### src/rtl/deser_pkg.sv
// Shared definitions for the serial-to-parallel deserializer: FSM state encoding and default word width.
package deser_pkg;

  localparam int unsigned DEFAULT_WIDTH = 4;

`ifdef DESER_PARITY_EN
  typedef enum logic [1:0] {
    IDLE   = 2'd0,
    RECV   = 2'd1,
    PARITY = 2'd2
  } deser_state_t;
`else
  typedef enum logic [1:0] {
    IDLE = 2'd0,
    RECV = 2'd1
  } deser_state_t;
`endif

endpackage

### src/rtl/shift_deserializer_if.sv
// Serial input, parallel output and status bundle for shift_deserializer.
// parity_err exists only when DESER_PARITY_EN is defined.
interface shift_deserializer_if
  import deser_pkg::*;
#(
  parameter int unsigned WIDTH = DEFAULT_WIDTH
);

  localparam int unsigned CW = $clog2(WIDTH + 1);

  logic             SI;
  logic             SV;
  logic             SOF;
  logic [WIDTH-1:0] Q;
  logic             Q_valid;
  logic             Q_ready;
  logic             overrun;
  logic [CW-1:0]    bit_cnt;
`ifdef DESER_PARITY_EN
  logic             parity_err;
`endif

  modport master (
    output SI, SV, SOF, Q_ready,
`ifdef DESER_PARITY_EN
    input  parity_err,
`endif
    input  Q, Q_valid, overrun, bit_cnt
  );

  modport slave (
    input  SI, SV, SOF, Q_ready,
`ifdef DESER_PARITY_EN
    output parity_err,
`endif
    output Q, Q_valid, overrun, bit_cnt
  );

endinterface

### src/rtl/deser_bit_counter.sv
// Bit-position counter: wraps to zero on the increment at LIMIT; clear with increment restarts at one.
module deser_bit_counter #(
  parameter int unsigned LIMIT = 3,
  parameter int unsigned CW    = 3
) (
  input  logic          clk,
  input  logic          reset,
  input  logic          clr,
  input  logic          inc,
  output logic [CW-1:0] cnt,
  output logic          tc
);

  assign tc = (cnt == CW'(LIMIT));

  always_ff @(posedge clk or negedge reset) begin
    if (!reset) begin
      cnt <= '0;
    end else if (clr) begin
      cnt <= inc ? CW'(1) : '0;
    end else if (inc) begin
      cnt <= tc ? '0 : cnt + CW'(1);
    end
  end

endmodule

### src/rtl/shift_deserializer.sv
// MSB-first serial-to-parallel deserializer with a one-word output holding register and sticky overrun.
// Define DESER_PARITY_EN to expect an even-parity bit after each word and flag mismatches on parity_err.
module shift_deserializer
  import deser_pkg::*;
#(
  parameter int unsigned WIDTH = DEFAULT_WIDTH
) (
  input  logic                clk,
  input  logic                reset,
  shift_deserializer_if.slave bus
);

  localparam int unsigned CW = $clog2(WIDTH + 1);
`ifdef DESER_PARITY_EN
  localparam int unsigned LIMIT = WIDTH;
`else
  localparam int unsigned LIMIT = WIDTH - 1;
`endif

  deser_state_t     state;
  logic [WIDTH-1:0] shreg;
  logic [WIDTH-1:0] q_r;
  logic [WIDTH-1:0] word;
  logic             q_valid_r;
  logic             overrun_r;
  logic [CW-1:0]    cnt;
  logic             tc;
  logic             shift;
  logic             deliver;
  logic             hs;
`ifdef DESER_PARITY_EN
  logic             parity_err_r;
`endif

  deser_bit_counter #(
    .LIMIT (LIMIT),
    .CW    (CW)
  ) u_bit_counter (
    .clk   (clk),
    .reset (reset),
    .clr   (bus.SOF),
    .inc   (bus.SV),
    .cnt   (cnt),
    .tc    (tc)
  );

  assign hs      = q_valid_r & bus.Q_ready;
  assign deliver = bus.SV & ~bus.SOF & tc;

  // In parity mode the parity bit is not shifted in, so shreg already holds the word.
`ifdef DESER_PARITY_EN
  assign shift = bus.SV & (bus.SOF | (state != PARITY));
  assign word  = shreg;
`else
  assign shift = bus.SV;
  assign word  = {shreg[WIDTH-2:0], bus.SI};
`endif

  always_ff @(posedge clk or negedge reset) begin
    if (!reset) begin
      state     <= IDLE;
      shreg     <= '0;
      q_r       <= '0;
      q_valid_r <= 1'b0;
      overrun_r <= 1'b0;
`ifdef DESER_PARITY_EN
      parity_err_r <= 1'b0;
`endif
    end else begin
      if (shift) begin
        shreg <= {shreg[WIDTH-2:0], bus.SI};
      end

      if (hs) begin
        q_valid_r <= 1'b0;
      end
      // A completion overrides the handshake clear; only a blocked output drops the word.
      if (deliver) begin
        if (q_valid_r && !bus.Q_ready) begin
          overrun_r <= 1'b1;
        end else begin
          q_r       <= word;
          q_valid_r <= 1'b1;
        end
      end

`ifdef DESER_PARITY_EN
      parity_err_r <= deliver & (^shreg ^ bus.SI);
`endif

      if (bus.SV) begin
        if (bus.SOF) begin
          state <= RECV;
        end else begin
          case (state)
            IDLE: state <= RECV;
`ifdef DESER_PARITY_EN
            RECV:   if (cnt == CW'(WIDTH - 1)) state <= PARITY;
            PARITY: state <= IDLE;
`else
            RECV:   if (tc) state <= IDLE;
`endif
            default: state <= IDLE;
          endcase
        end
      end else if (bus.SOF) begin
        state <= IDLE;
      end
    end
  end

  assign bus.Q       = q_r;
  assign bus.Q_valid = q_valid_r;
  assign bus.overrun = overrun_r;
  assign bus.bit_cnt = cnt;
`ifdef DESER_PARITY_EN
  assign bus.parity_err = parity_err_r;
`endif

endmodule
### src/flat_wrapper.sv
// flat-port wrapper written by rule: the top's interface ports become plain ports
module shift_deserializer_flat import deser_pkg::*;
#(
  parameter int unsigned WIDTH = DEFAULT_WIDTH
)
  (clk, reset, bus_SI, bus_SV, bus_SOF, bus_Q_ready, bus_Q, bus_Q_valid, bus_overrun, bus_bit_cnt);
  shift_deserializer_if #(.WIDTH(WIDTH)) bus_i ();
  input  logic clk;
  input  logic reset;
  input wire logic [$bits(bus_i.SI)-1:0] bus_SI;
  input wire logic [$bits(bus_i.SV)-1:0] bus_SV;
  input wire logic [$bits(bus_i.SOF)-1:0] bus_SOF;
  input wire logic [$bits(bus_i.Q_ready)-1:0] bus_Q_ready;
  output wire logic [$bits(bus_i.Q)-1:0] bus_Q;
  output wire logic [$bits(bus_i.Q_valid)-1:0] bus_Q_valid;
  output wire logic [$bits(bus_i.overrun)-1:0] bus_overrun;
  output wire logic [$bits(bus_i.bit_cnt)-1:0] bus_bit_cnt;
  assign bus_i.SI = bus_SI;
  assign bus_i.SV = bus_SV;
  assign bus_i.SOF = bus_SOF;
  assign bus_i.Q_ready = bus_Q_ready;
  assign bus_Q = bus_i.Q;
  assign bus_Q_valid = bus_i.Q_valid;
  assign bus_overrun = bus_i.overrun;
  assign bus_bit_cnt = bus_i.bit_cnt;
  shift_deserializer #(.WIDTH(WIDTH)) u_core (.clk(clk), .reset(reset), .bus(bus_i));
endmodule
### config.mk
export PLATFORM = sky130hd
export DESIGN_NAME = shift_deserializer_flat
export DESIGN_NICKNAME = d
export VERILOG_FILES = /design/src/rtl/deser_pkg.sv /design/src/rtl/shift_deserializer_if.sv /design/src/rtl/deser_bit_counter.sv /design/src/rtl/shift_deserializer.sv /design/src/flat_wrapper.sv
export SDC_FILE = /design/constraint.sdc
export NUM_CORES = 1
export LEC_CHECK = 0
export ABC_AREA = 1
export BUFFER_PORTS_ARGS = -buffer_cell sky130_fd_sc_hd__buf_2
export CAP_MARGIN = 20
export CORE_AREA = 5 5 42 44
export CTS_CLUSTER_SIZE = 12
export DETAILED_ROUTE_END_ITERATION = 10
export DIE_AREA = 0 0 47 49
export GPL_TIMING_DRIVEN = 0
export PLACE_DENSITY = 0.59
export RECOVER_POWER = 100
export SYNTH_ARGS = -nofsm -noshare
export SYNTH_HDL_FRONTEND = slang
export SYNTH_SLANG_ARGS = --single-unit
### constraint.sdc
create_clock -name clk -period 1.6 [get_ports clk]
set_input_delay 0.32 -clock clk [delete_from_list [all_inputs] [get_ports clk]]
set_output_delay 0.32 -clock clk [all_outputs]
set_load 0.03 [all_outputs]
**Word-level counts from Yosys, hierarchy flattened**

Index checks and enable logic that the tools add are counted.

- Register bits after elaboration: 12
- Bits in latches: 0
- Memory bits (writable): 0
- Memory bits (read-only): 0
- Input port bits: 6
- Output and inout bits: 9
- Logic and storage cells: 24
- Memories: 0

- $add $sub $neg: 1
- $mul: 0
- Divide/modulo/power cells: 0
- Order comparisons: 0
- Equality and inequality tests: 1
- Shift operators: 0
- Multiplexer cells: 7
- Bitwise gates (word level): 5
- Reduce and logical (&&, ||, !) cells: 5

Operator list:

| kind | count |
|---|---|
| $mux 3 | 3 |
| $mux 1 | 4 |
| $reduce_and 2->1 | 2 |
| $add 3x1->3 const B | 1 |
| $and 1x1->1 | 3 |
| $eq 3x2->1 const B | 1 |
| $not 1->1 | 2 |
| $reduce_bool 2->1 | 1 |
| $logic_and 1x1->1 | 1 |
| $logic_not 1->1 | 1 |

**Longest topological paths before layout**

- Depth after elaboration: 4
- Gate-level depth with buffers: 6
- Mapped depth without buffers: 6

**By module**

Synthesis repeated with hierarchy kept, for this count alone.

- Cells, all modules: 56
- Area, all modules: 514.2 µm²

By module, submodules not included:

| module | times used | cells each | area each (µm²) | sequential area each (µm²) |
|---|---|---|---|---|
| shift_deserializer | 1 | 38 | 362.8 | 225.2 |
| deser_bit_counter | 1 | 18 | 151.4 | 75.1 |

**Worst setup path before layout**

Ideal clock, no wire load.

- Kind: reg-to-reg
- Start: register u_core.u_bit_counter.cnt[0]
- End: register u_core.q_r[0] (netlist: u_core.bus.Q[0])
- Setup time: 0.118 ns
- Arrival: 1.147 ns
- Data required time: 1.482 ns
- Setup slack: 0.336 ns
- Cell stages (with the launch flop): 7
- Path buffers: 0
- Clock period less this slack: 1.264 ns
- Path through: dfrtp_1 > ha_1 > inv_1 > nor2_1 > nand3_2 > nand2_1 > nand2_1

- Word-level cells in the longest chain between the ends: 3

RTL lines:

| element | RTL line | RTL |
|---|---|---|
| start, declared | deser_bit_counter.sv:10 | `output logic [CW-1:0] cnt,` |
| start signal, assigned | deser_bit_counter.sv:20 | `cnt <= inc ? CW'(1) : '0;` |
| start signal, assigned | deser_bit_counter.sv:22 | `cnt <= tc ? '0 : cnt + CW'(1);` |
| $eq 3x2->1 | deser_bit_counter.sv:14 | `assign tc = (cnt == CW'(LIMIT));` |
| $and 1x1->1 | shift_deserializer.sv:48 | `assign deliver = bus.SV & ~bus.SOF & tc;` |
| $reduce_and 2->1 (no source line) | n/a |  |
| end signal, assigned | shift_deserializer.sv:82 | `q_r <= word;` |
| end, declared | shift_deserializer.sv:22 | `logic [WIDTH-1:0] q_r;` |

Every way passes these cells.
A chain may end at the register's enable or synchronous reset.

**Final worst setup path**

- Start: register u_core.u_bit_counter.cnt[0]
- End: output port bus_bit_cnt[0]

RTL lines:

| element | RTL line | RTL |
|---|---|---|
| end, declared | flat_wrapper.sv:17 | `output wire logic [$bits(bus_i.bit_cnt)-1:0] bus_bit_cnt;` |

No word-level cell between the ends.

==> results.ini <==
[logic_synthesis]
seq_area_frac_synth_pct=58.82
syn_inst=56
synth_warnings=0
synth_register_bits=12
postSynthNetCount=63
synthesis.area_um2=510.5
synth.distinct_cells=14
syn_area_per_cell_um2=9.116

[timing]
finalSetupViolations=0
tightest_slew_ps=649.6
finalHoldViolCount=0
final.setup.tns_ps=0
final-max-slew-violation-count=0
timing.final.ws_setup_ps=295.5
max_clock_freq_mhz=766.6
finalCriticalPeriod_ps=1304
fin_worst_hold_slack_ps=260.2
unrepaired_setup_endpoints_after_global_routing=false
worst_clock_skew_ps=4.648
relSlewSlack_pct=56.69
final_min_period_over_clock_period_pct=81.53

[clock_tree]
clock_sink_count=12
post_cts_resized=0
cts_inserted_buffers=3
post_cts_buffers=0
clkSlewWorstSetupHoldPaths_ps=80
cts_hold_buffers=1
cts_root_buffer=sky130_fd_sc_hd__clkbuf_4
clock_tree.htree_level_count=1
cts_tree=yes
clock_path_buffers=2
clock_latency_ps=270

[routing]
via_per_inst=4.451
route.detailed.wl_per_inst_um=10.20
drt-initial-drc-count=7
drc=0
detail_route.first_pass.iterations=2
detail_route.wirelength_um=928
detailroute.via_count=405
antenna_violating_nets_post_route=0

[critical_path]
timing.critical_path.slowest_stage_cell=sky130_fd_sc_hd__dfrtp_1
critical-path-max-stage-delay_ps=390
critical_path_required_ps=1280
critical_path.cell_chain=clkbuf_1
worst_ep_arrival_time_ps=980
worstSetupEndpointType=output port
path_class=reg2out
cpLargestDelayFamily=flip-flops
worst-path-buf-inv=1
critical_path.startpoint_type=flip-flop
cp_max_fo=4

[grt]
first_global_vias=370
grt_pass1_wl_um=1538
global_route.usage.total_pct=9.046
globalRoute.totalOverflow=0
grt_antenna_before_repair=0
grt_max_degree=13

[placed_design]
detailed_place_hpwl_um=716.6
port_buffers=14
gp_congestion=0.7327
cell_total_after_placement=86
post-place-ws_ps=443.8

[finish]
layout.core_utilization_pct=44.91
num-nets-final=83
most_frequent_standard_cell_in_the_layout_excluding_fill_and_tap_cells=sky130_fd_sc_hd__nand2_1
antenna_cells=0
area_delta_synth_final_pct=23.28
layout_common_cells=sky130_fd_sc_hd__nand2_1, sky130_fd_sc_hd__dfrtp_1, sky130_fd_sc_hd__clkbuf_1
final_cell_count_no_fill=91
final_layout_size_suffix_gt1_share_pct=14.67
num-fill-cells=151

[power]
leakage_nw=0.3281
power_per_cell_area_nw_per_um2=1301
ir_drop_v=0.0005428

[die]
full_die_area_um2=2303
die-width_um=47
fp.dieH_um=49
num_io_pins=15
start_util_pct=36.43
core.rowCount=14
coreArea_um2=1401

[hold_path]
timing.hold.worst.class=in2reg

[flow_run]
drv.max_cap_violation_count=0

[run_status]
status=finished, final reports clean

[power by group]
part	switching (W)	internal [W]	leakage [nW]
combinational	0.000149	0.0000492	0.151
sequential	0.0000260	0.000353	0.156
clock	0.000103	0.000138	0.0210
total	0.000278	0.000540	0.328
[layout make-up]
| cell class | instances | area, µm² | area share (%) |
|---|---|---|---|
| multi-input cells | 37 | 178.9 | 28.43 |
| flip-flops and latches | 12 | 300.3 | 47.71 |
| clock buffers | 4 | 36.28 | 5.765 |
| well taps | 16 | 20.02 | 3.181 |
| inverters | 7 | 26.28 | 4.175 |
| repair buffers | 15 | 67.56 | 10.74 |
[per-stage QoR]
stage	total power, W	instance area [µm²]
2_1_floorplan	0.0005270	510.5
3_3_place_gp	0.0005950	600.6
3_5_place_dp	0.0005983	600.6
4_1_cts	0.0008409	646.9
5_1_grt	0.0008698	629.4
6_report	0.0008187	629.4
[cell families (layout without fill, tap and decap cells)]
group,count (synthesis),after routing,share of synthesized area [%]
AO/OA/AOI/OAI,6,6,6.864
flip-flops,12,12,58.82
adder cells (fa/ha/maj),1,1,2.451
buffers and inverters,7,26,5.146
AND/OR/NAND/NOR,30,30,26.72
[per-layer routing]
| metal | vias up | wire length (µm) | GRT usage [%] | share of wire (%) |
|---|---|---|---|---|
| met5 | - | 0 | 0 | 0 |
| met4 | 0 | 9 | 2.765 | 0.97 |
| met3 | 2 | 67 | 3.321 | 7.2 |
| met2 | 12 | 394 | 12.44 | 42 |
| met1 | 175 | 456 | 12.98 | 49 |
| li1 | 216 | - | - | - |
[state kept, by name, summed over array words and instances, names as in the netlist]
name and cells:
u_core.bus.Q 4, u_core.shreg 3, u_core.u_bit_counter.cnt 3, u_core.bus.Q_valid 1, u_core.bus.overrun 1
[synth_stat cells]
master	number	share of area, %
sky130_fd_sc_hd__o21ai_0	2	2.0
sky130_fd_sc_hd__inv_1	6	4.4
sky130_fd_sc_hd__nor2_1	1	0.73
sky130_fd_sc_hd__nand3_2	1	2.0
sky130_fd_sc_hd__ha_1	1	2.5
sky130_fd_sc_hd__a211oi_1	1	1.5
sky130_fd_sc_hd__a21oi_1	2	2.0
sky130_fd_sc_hd__o21bai_1	1	1.5
sky130_fd_sc_hd__inv_2	1	0.73
sky130_fd_sc_hd__nand2_1	20	15
sky130_fd_sc_hd__nand3_1	6	5.9
sky130_fd_sc_hd__nor2_2	1	1.2
sky130_fd_sc_hd__dfrtp_1	12	59
sky130_fd_sc_hd__nor2_4	1	2.2
[path summary, 6_finish.rpt]
kind | startpoint | endpoint | slack [ps] | cells past startpoint
worst max register to register | u_core.u_bit_counter.cnt[0]$_DFFE_PN0P_ | u_core.bus.Q[0]$_DFFE_PN0P_ | 440 | 6
worst min-delay path | bus_SOF | u_core.u_bit_counter.cnt[2]$_DFFE_PN0P_ | 260 | 2
max in group asynchronous | reset | u_core.shreg[1]$_DFFE_PN0P_ | 600 | 2
worst min register to register | u_core.bus.Q[2]$_DFFE_PN0P_ | u_core.bus.Q[2]$_DFFE_PN0P_ | 470 | 2
worst max-delay path | u_core.u_bit_counter.cnt[0]$_DFFE_PN0P_ | bus_bit_cnt[0] | 300 | 1
min in group asynchronous | reset | u_core.u_bit_counter.cnt[2]$_DFFE_PN0P_ | 580 | 2
No activity file was read; power rests on OpenSTA's default activity.
